### src/rtl/cmp_pkg.sv
// Shared types and helpers for seq_mag_comparator.
// EARLY_EXIT_EN selects early-exit timing in the top level.
package cmp_pkg;

   typedef enum logic [1:0] {IDLE, RUN, DONE} state_e;

   typedef enum logic [1:0] {CMP_EQ, CMP_GT, CMP_LT} res_e;

   // Odd parity excludes 0 and 2 set bits; the AND term excludes all three.
   function automatic logic onehot3(
      input logic g,
      input logic l,
      input logic e
   );
      return (g ^ l ^ e) & ~(g & l & e);
   endfunction

endpackage

### src/rtl/seq_mag_comparator_if.sv
// Handshake and data bundle for seq_mag_comparator.
// Master drives operands and out_ready; slave returns the result.
interface seq_mag_comparator_if #(
   parameter int WIDTH = 32,
   parameter int SLICE = 4
);
   localparam int NCHUNK = WIDTH / SLICE;
   localparam int BW = $clog2(NCHUNK + 1);

   logic             in_valid;
   logic             in_ready;
   logic [WIDTH-1:0] a;
   logic [WIDTH-1:0] b;
   logic             signed_mode;
   logic             casc_gt;
   logic             casc_lt;
   logic             casc_eq;
   logic             out_valid;
   logic             out_ready;
   logic             res_gt;
   logic             res_lt;
   logic             res_eq;
   logic             casc_err;
   logic [BW-1:0]    busy_cycles;

   modport master (
      output in_valid, a, b, signed_mode,
      output casc_gt, casc_lt, casc_eq, out_ready,
      input  in_ready, out_valid, res_gt, res_lt,
      input  res_eq, casc_err, busy_cycles
   );

   modport slave (
      input  in_valid, a, b, signed_mode,
      input  casc_gt, casc_lt, casc_eq, out_ready,
      output in_ready, out_valid, res_gt, res_lt,
      output res_eq, casc_err, busy_cycles
   );

endinterface

### src/rtl/cmp_slice.sv
// Combinational SLICE-bit magnitude compare.
// msb_invert flips both MSBs so a two's-complement top chunk orders correctly.
module cmp_slice #(
   parameter int SLICE = 4
) (
   input  logic [SLICE-1:0] a_i,
   input  logic [SLICE-1:0] b_i,
   input  logic             msb_invert,
   output logic             gt,
   output logic             lt,
   output logic             eq
);

   logic [SLICE-1:0] ax;
   logic [SLICE-1:0] bx;

   always_comb begin
      ax = a_i;
      bx = b_i;
      ax[SLICE-1] = a_i[SLICE-1] ^ msb_invert;
      bx[SLICE-1] = b_i[SLICE-1] ^ msb_invert;
   end

   assign gt = (ax > bx);
   assign lt = (ax < bx);
   assign eq = (ax == bx);

endmodule

### src/rtl/seq_mag_comparator.sv
// Multi-cycle MSB-first magnitude comparator with cascade tie-break.
// EARLY_EXIT_EN: leave RUN on the first differing chunk.
module seq_mag_comparator
   import cmp_pkg::*;
#(
   parameter int WIDTH = 32,
   parameter int SLICE = 4
) (
   input logic                clk,
   input logic                rst_n,
   seq_mag_comparator_if.slave bus
);

   localparam int NCHUNK = WIDTH / SLICE;
   localparam int KW = (NCHUNK > 1) ? $clog2(NCHUNK) : 1;
   localparam int BW = $clog2(NCHUNK + 1);

   state_e           state_q, state_d;
   logic [KW-1:0]    k_q, k_d;
   logic [WIDTH-1:0] a_q, a_d;
   logic [WIDTH-1:0] b_q, b_d;
   logic             sm_q, sm_d;
   logic             cg_q, cg_d;
   logic             cl_q, cl_d;
   logic             ce_q, ce_d;
   res_e             res_q, res_d;
   logic             err_q, err_d;
   logic [BW-1:0]    busy_q, busy_d;
`ifndef EARLY_EXIT_EN
   logic             hit_q, hit_d;
   res_e             hres_q, hres_d;
`endif

   logic [SLICE-1:0] ca;
   logic [SLICE-1:0] cb;
   logic             msb_inv;
   logic             s_gt;
   logic             s_lt;
   logic             s_eq;
   res_e             diff_res;
   res_e             casc_res;
   logic             casc_bad;

   assign ca = a_q[k_q*SLICE +: SLICE];
   assign cb = b_q[k_q*SLICE +: SLICE];
   assign msb_inv = sm_q && (k_q == KW'(NCHUNK - 1));

   cmp_slice #(.SLICE(SLICE)) u_slice (
      .a_i       (ca),
      .b_i       (cb),
      .msb_invert(msb_inv),
      .gt        (s_gt),
      .lt        (s_lt),
      .eq        (s_eq)
   );

   assign diff_res = s_gt ? CMP_GT : CMP_LT;

   always_comb begin
      casc_res = CMP_EQ;
      casc_bad = 1'b0;
      if (!onehot3(cg_q, cl_q, ce_q)) casc_bad = 1'b1;
      else if (cg_q)                  casc_res = CMP_GT;
      else if (cl_q)                  casc_res = CMP_LT;
   end

   always_comb begin
      state_d = state_q;
      k_d     = k_q;
      a_d     = a_q;
      b_d     = b_q;
      sm_d    = sm_q;
      cg_d    = cg_q;
      cl_d    = cl_q;
      ce_d    = ce_q;
      res_d   = res_q;
      err_d   = err_q;
      busy_d  = busy_q;
`ifndef EARLY_EXIT_EN
      hit_d   = hit_q;
      hres_d  = hres_q;
`endif
      unique case (state_q)
         IDLE: begin
            if (bus.in_valid) begin
               a_d     = bus.a;
               b_d     = bus.b;
               sm_d    = bus.signed_mode;
               cg_d    = bus.casc_gt;
               cl_d    = bus.casc_lt;
               ce_d    = bus.casc_eq;
               k_d     = KW'(NCHUNK - 1);
`ifndef EARLY_EXIT_EN
               hit_d   = 1'b0;
`endif
               state_d = RUN;
            end
         end
         RUN: begin
`ifdef EARLY_EXIT_EN
            if (!s_eq) begin
               res_d   = diff_res;
               err_d   = 1'b0;
               busy_d  = BW'(NCHUNK) - BW'(k_q);
               state_d = DONE;
            end else if (k_q == '0) begin
               res_d   = casc_res;
               err_d   = casc_bad;
               busy_d  = BW'(NCHUNK);
               state_d = DONE;
            end else begin
               k_d = k_q - KW'(1);
            end
`else
            if (!hit_q && !s_eq) begin
               hit_d  = 1'b1;
               hres_d = diff_res;
            end
            if (k_q == '0) begin
               busy_d  = BW'(NCHUNK);
               state_d = DONE;
               if (hit_q) begin
                  res_d = hres_q;
                  err_d = 1'b0;
               end else if (!s_eq) begin
                  res_d = diff_res;
                  err_d = 1'b0;
               end else begin
                  res_d = casc_res;
                  err_d = casc_bad;
               end
            end else begin
               k_d = k_q - KW'(1);
            end
`endif
         end
         DONE: begin
            if (bus.out_ready) state_d = IDLE;
         end
      endcase
   end

   always_ff @(posedge clk) begin
      if (!rst_n) begin
         state_q <= IDLE;
         k_q     <= '0;
         a_q     <= '0;
         b_q     <= '0;
         sm_q    <= 1'b0;
         cg_q    <= 1'b0;
         cl_q    <= 1'b0;
         ce_q    <= 1'b0;
         res_q   <= CMP_EQ;
         err_q   <= 1'b0;
         busy_q  <= '0;
`ifndef EARLY_EXIT_EN
         hit_q   <= 1'b0;
         hres_q  <= CMP_EQ;
`endif
      end else begin
         state_q <= state_d;
         k_q     <= k_d;
         a_q     <= a_d;
         b_q     <= b_d;
         sm_q    <= sm_d;
         cg_q    <= cg_d;
         cl_q    <= cl_d;
         ce_q    <= ce_d;
         res_q   <= res_d;
         err_q   <= err_d;
         busy_q  <= busy_d;
`ifndef EARLY_EXIT_EN
         hit_q   <= hit_d;
         hres_q  <= hres_d;
`endif
      end
   end

   assign bus.in_ready    = (state_q == IDLE);
   assign bus.out_valid   = (state_q == DONE);
   assign bus.res_gt      = (res_q == CMP_GT);
   assign bus.res_lt      = (res_q == CMP_LT);
   assign bus.res_eq      = (res_q == CMP_EQ);
   assign bus.casc_err    = err_q;
   assign bus.busy_cycles = busy_q;

endmodule

### src/flat_wrapper.sv
// flat-port wrapper written by rule: the top's interface ports become plain ports
module seq_mag_comparator_flat import cmp_pkg::*;
#(
   parameter int WIDTH = 32,
   parameter int SLICE = 4
)
  (clk, rst_n, bus_in_valid, bus_a, bus_b, bus_signed_mode, bus_casc_gt, bus_casc_lt, bus_casc_eq, bus_out_ready, bus_in_ready, bus_out_valid, bus_res_gt, bus_res_lt, bus_res_eq, bus_casc_err, bus_busy_cycles);
  seq_mag_comparator_if #(.WIDTH(WIDTH), .SLICE(SLICE)) bus_i ();
  input logic clk;
  input logic rst_n;
  input wire logic [$bits(bus_i.in_valid)-1:0] bus_in_valid;
  input wire logic [$bits(bus_i.a)-1:0] bus_a;
  input wire logic [$bits(bus_i.b)-1:0] bus_b;
  input wire logic [$bits(bus_i.signed_mode)-1:0] bus_signed_mode;
  input wire logic [$bits(bus_i.casc_gt)-1:0] bus_casc_gt;
  input wire logic [$bits(bus_i.casc_lt)-1:0] bus_casc_lt;
  input wire logic [$bits(bus_i.casc_eq)-1:0] bus_casc_eq;
  input wire logic [$bits(bus_i.out_ready)-1:0] bus_out_ready;
  output wire logic [$bits(bus_i.in_ready)-1:0] bus_in_ready;
  output wire logic [$bits(bus_i.out_valid)-1:0] bus_out_valid;
  output wire logic [$bits(bus_i.res_gt)-1:0] bus_res_gt;
  output wire logic [$bits(bus_i.res_lt)-1:0] bus_res_lt;
  output wire logic [$bits(bus_i.res_eq)-1:0] bus_res_eq;
  output wire logic [$bits(bus_i.casc_err)-1:0] bus_casc_err;
  output wire logic [$bits(bus_i.busy_cycles)-1:0] bus_busy_cycles;
  assign bus_i.in_valid = bus_in_valid;
  assign bus_i.a = bus_a;
  assign bus_i.b = bus_b;
  assign bus_i.signed_mode = bus_signed_mode;
  assign bus_i.casc_gt = bus_casc_gt;
  assign bus_i.casc_lt = bus_casc_lt;
  assign bus_i.casc_eq = bus_casc_eq;
  assign bus_i.out_ready = bus_out_ready;
  assign bus_in_ready = bus_i.in_ready;
  assign bus_out_valid = bus_i.out_valid;
  assign bus_res_gt = bus_i.res_gt;
  assign bus_res_lt = bus_i.res_lt;
  assign bus_res_eq = bus_i.res_eq;
  assign bus_casc_err = bus_i.casc_err;
  assign bus_busy_cycles = bus_i.busy_cycles;
  seq_mag_comparator #(.WIDTH(WIDTH), .SLICE(SLICE)) u_core (.clk(clk), .rst_n(rst_n), .bus(bus_i));
endmodule
### config.mk
export PLATFORM = sky130hd
export DESIGN_NAME = seq_mag_comparator_flat
export DESIGN_NICKNAME = d
export VERILOG_FILES = /design/src/rtl/cmp_pkg.sv /design/src/rtl/seq_mag_comparator_if.sv /design/src/rtl/cmp_slice.sv /design/src/rtl/seq_mag_comparator.sv /design/src/flat_wrapper.sv
export SDC_FILE = /design/constraint.sdc
export NUM_CORES = 1
export LEC_CHECK = 0
export CAP_MARGIN = 0
export CORE_ASPECT_RATIO = 0.75
export CORE_MARGIN = 2
export CORE_UTILIZATION = 50
export DETAILED_ROUTE_END_ITERATION = 12
export PLACE_DENSITY_LB_ADDON = 0.08
export SETUP_SLACK_MARGIN = 0.5
export SYNTH_ARGS = -nofsm -noshare
export SYNTH_HDL_FRONTEND = slang
export SYNTH_SLANG_ARGS = --single-unit
### constraint.sdc
create_clock -name clk -period 2.85 [get_ports clk]
set_input_delay 0.7125 -clock clk [delete_from_list [all_inputs] [get_ports clk]]
set_output_delay 0.7125 -clock clk [all_outputs]
set_load 0.01 [all_outputs]
==> results by group <==
Run status
  – Status: completed

Clock tree
  – Hold-fix buffers, CTS: 0
  – Max H-tree Level: 3
  – CTS Buffer Depth: 2
  – CTS sink cnt: 80
  – CTS tree: yes
  – Clk Latency, worst-skew pair: 0.35 ns
  – Worst-path clk slew: ~0.08 ns
  – Root Driver: clkbuf_8
  – TritonCTS Buffers: 9

Pwr
  – Pint: 2.882 mW
  – Pwr/cell area: 913.6 mW/mm2
  – Clock share of power: 19.9%
  – Lkg Pwr: 1.832 nW
  – Reg power frac: 33.8%
  – Sw Share: ~36%
  – Sw power: 1.595 mW
  – Worst VDD drop: 0.0004951 V
  – Comb pwr share: 46.3%

Worst hold path
  – Hold Path Class: reg -> reg

STA
  – Worst-margin pin slew: 0.6780 ns
  – # setup viols final: 0
  – Setup TNS: 0 ns
  – Tmin final: 2.604 ns
  – Worst Setup Slack, final: 0.2459 ns
  – Rel. slew slack: 54.80%
  – Worst Skew: 0.006604 ns
  – Fin crit share: 91.37%
  – RSZ-0062 raised after global routing: yes
  – Final hold vios: 0
  – Max Clock Freq: roughly 0.38 GHz
  – Final Max Tran Viols: 0

Floorplanning
  – # rows: 27
  – I/O pin total: 82
  – Starting Density: 50.89%
  – Die W: between 100 and 150 um
  – CORE AREA: 0.007263 mm2
  – Die height: between 70 and 80 um
  – Full die area: ~0.008 mm2

Final layout
  – Fin area: 0.004901 mm2
  – Most common cell after layout, fill and taps aside: nand2_1
  – Area grow syn2layout: 32.60%
  – Commonest non-fill, non-tap cells in the layout: nand2_1, dfxtp_1, clkdlybuf4s50_1
  – Fin nets: 586
  – Antenna Cells: 0
  – Share of cells above drive strength 1: between 10% and 20%

Route
  – Vias/cell: roughly 5.4
  – Antenna viol nets, final: 0
  – Total Wirelength: 8.713 mm
  – Iteration-0 DRC Markers: 109
  – Post-route DRC violation count: 0
  – Pre-antenna DRT Iters: 4
  – DR vias: around 3300
  – Wire per inst: about 14 um

Worst setup path
  – Critical path class: reg -> reg
  – Crit-path max cell delay: 0.48 ns
  – Slowest CP cell: mux4_2
  – Worst Setup Start Kind: flop
  – Worst path top cell family by delay: multiplexers
  – CP Max Fanout: 7
  – CP arrival: 2.85 ns
  – Required time of the worst setup path: 3.10 ns
  – Worst Path Buf+Inv: 2
  – Crit-path cells: buf_12 > buf_8 > mux4_2 > mux2_4 > ha_4 > and4_4 > or3_4 > and2_1 > o21a_1
  – CP Capture Type: flop

Placed design
  – Port bufs: just under 80
  – Placed inst area: 0.004548 mm2
  – Setup WS pre-CTS: 0.2636 ns
  – Placed wire-length estimate: just over 6 mm
  – Final Wtd Congestion: between 0.8 and 0.9

Global route
  – Largest net degree at the start of global routing: 70
  – First-pass GRT wire length: 14.19 mm
  – GR Overflow Total: 0
  – Initial antenna violation count: 0
  – Vias in the first global route: 2988
  – Overall routing resource usage: 22.54%

Run
  – MaxCap Viol Count: 0

Yosys
  – Mapped Cells: 430
  – Post-synth EDFFs: 0
  – Post-synthesis sequential area ratio: 43.33%
  – Ys async rst share: 0%
  – FF+latch count, synth: 80
  – Mean area per synthesized cell: 8.595 um2
  – Mapped cell area: roughly 0.0037 mm2
  – Yosys warning count: 0
  – Most used flip-flop cell after synthesis: dfxtp_1
  – Synth unique cells: 46
[metrics by stage]
stage | hold WS (ns) | utilization (%) | total power, mW | instances
after CTS | 0.4582 | 66.13 | 4.279 | 601
after floorplan | 0.4331 | - | 2.814 | 432
after detailed placement | 0.4486 | 62.62 | 3.296 | 586
after global routing | 0.4798 | 67.48 | 4.768 | 607
after global placement | 0.4455 | 62.62 | 3.238 | 586
final | 0.4561 | 67.48 | 4.478 | 607
[logic make-up (layout without fill, tap and decap cells)]
logic type      Yosys count  in the layout  synth area share [%]
simple gates            178            178                 20.48
compound gates           92             92                 14.01
flops                    80             80                 43.33
buf+inv                  42            116                 5.687
mux                      23             23                 11.85
fa+ha+maj                12             12                 4.062
xor+xnor                  2              2                0.4740
other cells               1              3                0.1015
[layout make-up]
type,instances,area (um2)
Sequential cell,80,1603
Multi-Input combinational cell,310,1994
Inverter,8,30.03
Clock buffer,10,127.6
Timing Repair Buffer,93,938.4
Fill cell,584,2362
Tap cell,101,126.4
Clock inverter,5,81.33
[power by group through the flow]
stage	clock, mW	sequential [mW]	combinational (mW)
after floorplan	0	1.45	1.36
after global placement	0	1.53	1.71
after detailed placement	0	1.53	1.77
after CTS	0.912	1.51	1.86
after global routing	0.954	1.54	2.28
final	0.891	1.51	2.07
[final timing paths]
| check | endpoint | from | slack (ns) | cells after the start |
|---|---|---|---|---|
| worst max-delay path | u_core.hres_q[1]$_SDFFE_PN0P_ | u_core.k_q[0]$_SDFFE_PN0P_ | 0.25 | 9 |
| worst max register to register | u_core.hres_q[1]$_SDFFE_PN0P_ | u_core.k_q[0]$_SDFFE_PN0P_ | 0.25 | 9 |
| worst min register to register | u_core.b_q[2]$_SDFFE_PN0P_ | u_core.b_q[2]$_SDFFE_PN0P_ | 0.46 | 2 |
| worst min-delay path | u_core.b_q[2]$_SDFFE_PN0P_ | u_core.b_q[2]$_SDFFE_PN0P_ | 0.46 | 2 |
[worst reg2reg max path, delay by kind of cell, from the launching register on]
kind,cells,cell delay (ns)
adder cells (fa/ha/maj),1,0.25
AND/OR/NAND/NOR,3,0.72
multiplexers,2,0.78
buffers and inverters,2,0.25
flip-flops,1,0.36
AO/OA/AOI/OAI,1,0.16
[sequential cells by signal, indices dropped and copies added (netlist names)]
name,count
u_core.hres_q,2
u_core.cl_q,1
u_core.hit_q,1
u_core.cg_q,1
u_core.k_q,3
u_core.a_q,32
u_core.ce_q,1
u_core.bus.casc_err,1
u_core.b_q,32
u_core.bus.busy_cycles,1
u_core.sm_q,1
u_core.state_q,2
u_core.res_q,2
[synthesized netlist by cell type (all sizes together) (2+ instances only)]
library cell / instances / area share [%]
dfxtp: 80 / 43
mux2: 3 / 0.91
nand3b: 2 / 0.74
and2: 3 / 0.51
nor3: 3 / 0.54
o41ai: 2 / 0.47
nand3: 2 / 0.27
buf: 20 / 3.5
clkbuf: 14 / 1.4
o21ai: 3 / 0.41
mux2i: 4 / 1.2
a211oi: 2 / 0.41
xor2: 2 / 0.47
nand2b: 3 / 0.71
a21oi: 74 / 10
nor2b: 5 / 0.85
nand2: 143 / 15
inv: 7 / 0.71
mux4: 16 / 9.7
nand4: 2 / 0.34
nor2: 10 / 1.0
or4: 2 / 0.41
o21a: 3 / 0.61
ha: 12 / 4.1
[routing by layer]
metal	GRT usage (%)	vias up	wire length (um)
met4	6.447	0	40
met2	34.16	105	4027
met1	32.20	1541	4076
met5	0	-	0
met3	5.165	4	569
li1	-	1602	-
[what timing repair did]
action,4_1_cts,5_1_grt
hold endpoints to repair,0,0
endpoints found under the setup margin,6,6
setup buffers,0,6
gates resized for setup,7,10
pin swaps,1,3
Note: power is estimated with default switching activity, not from simulation.
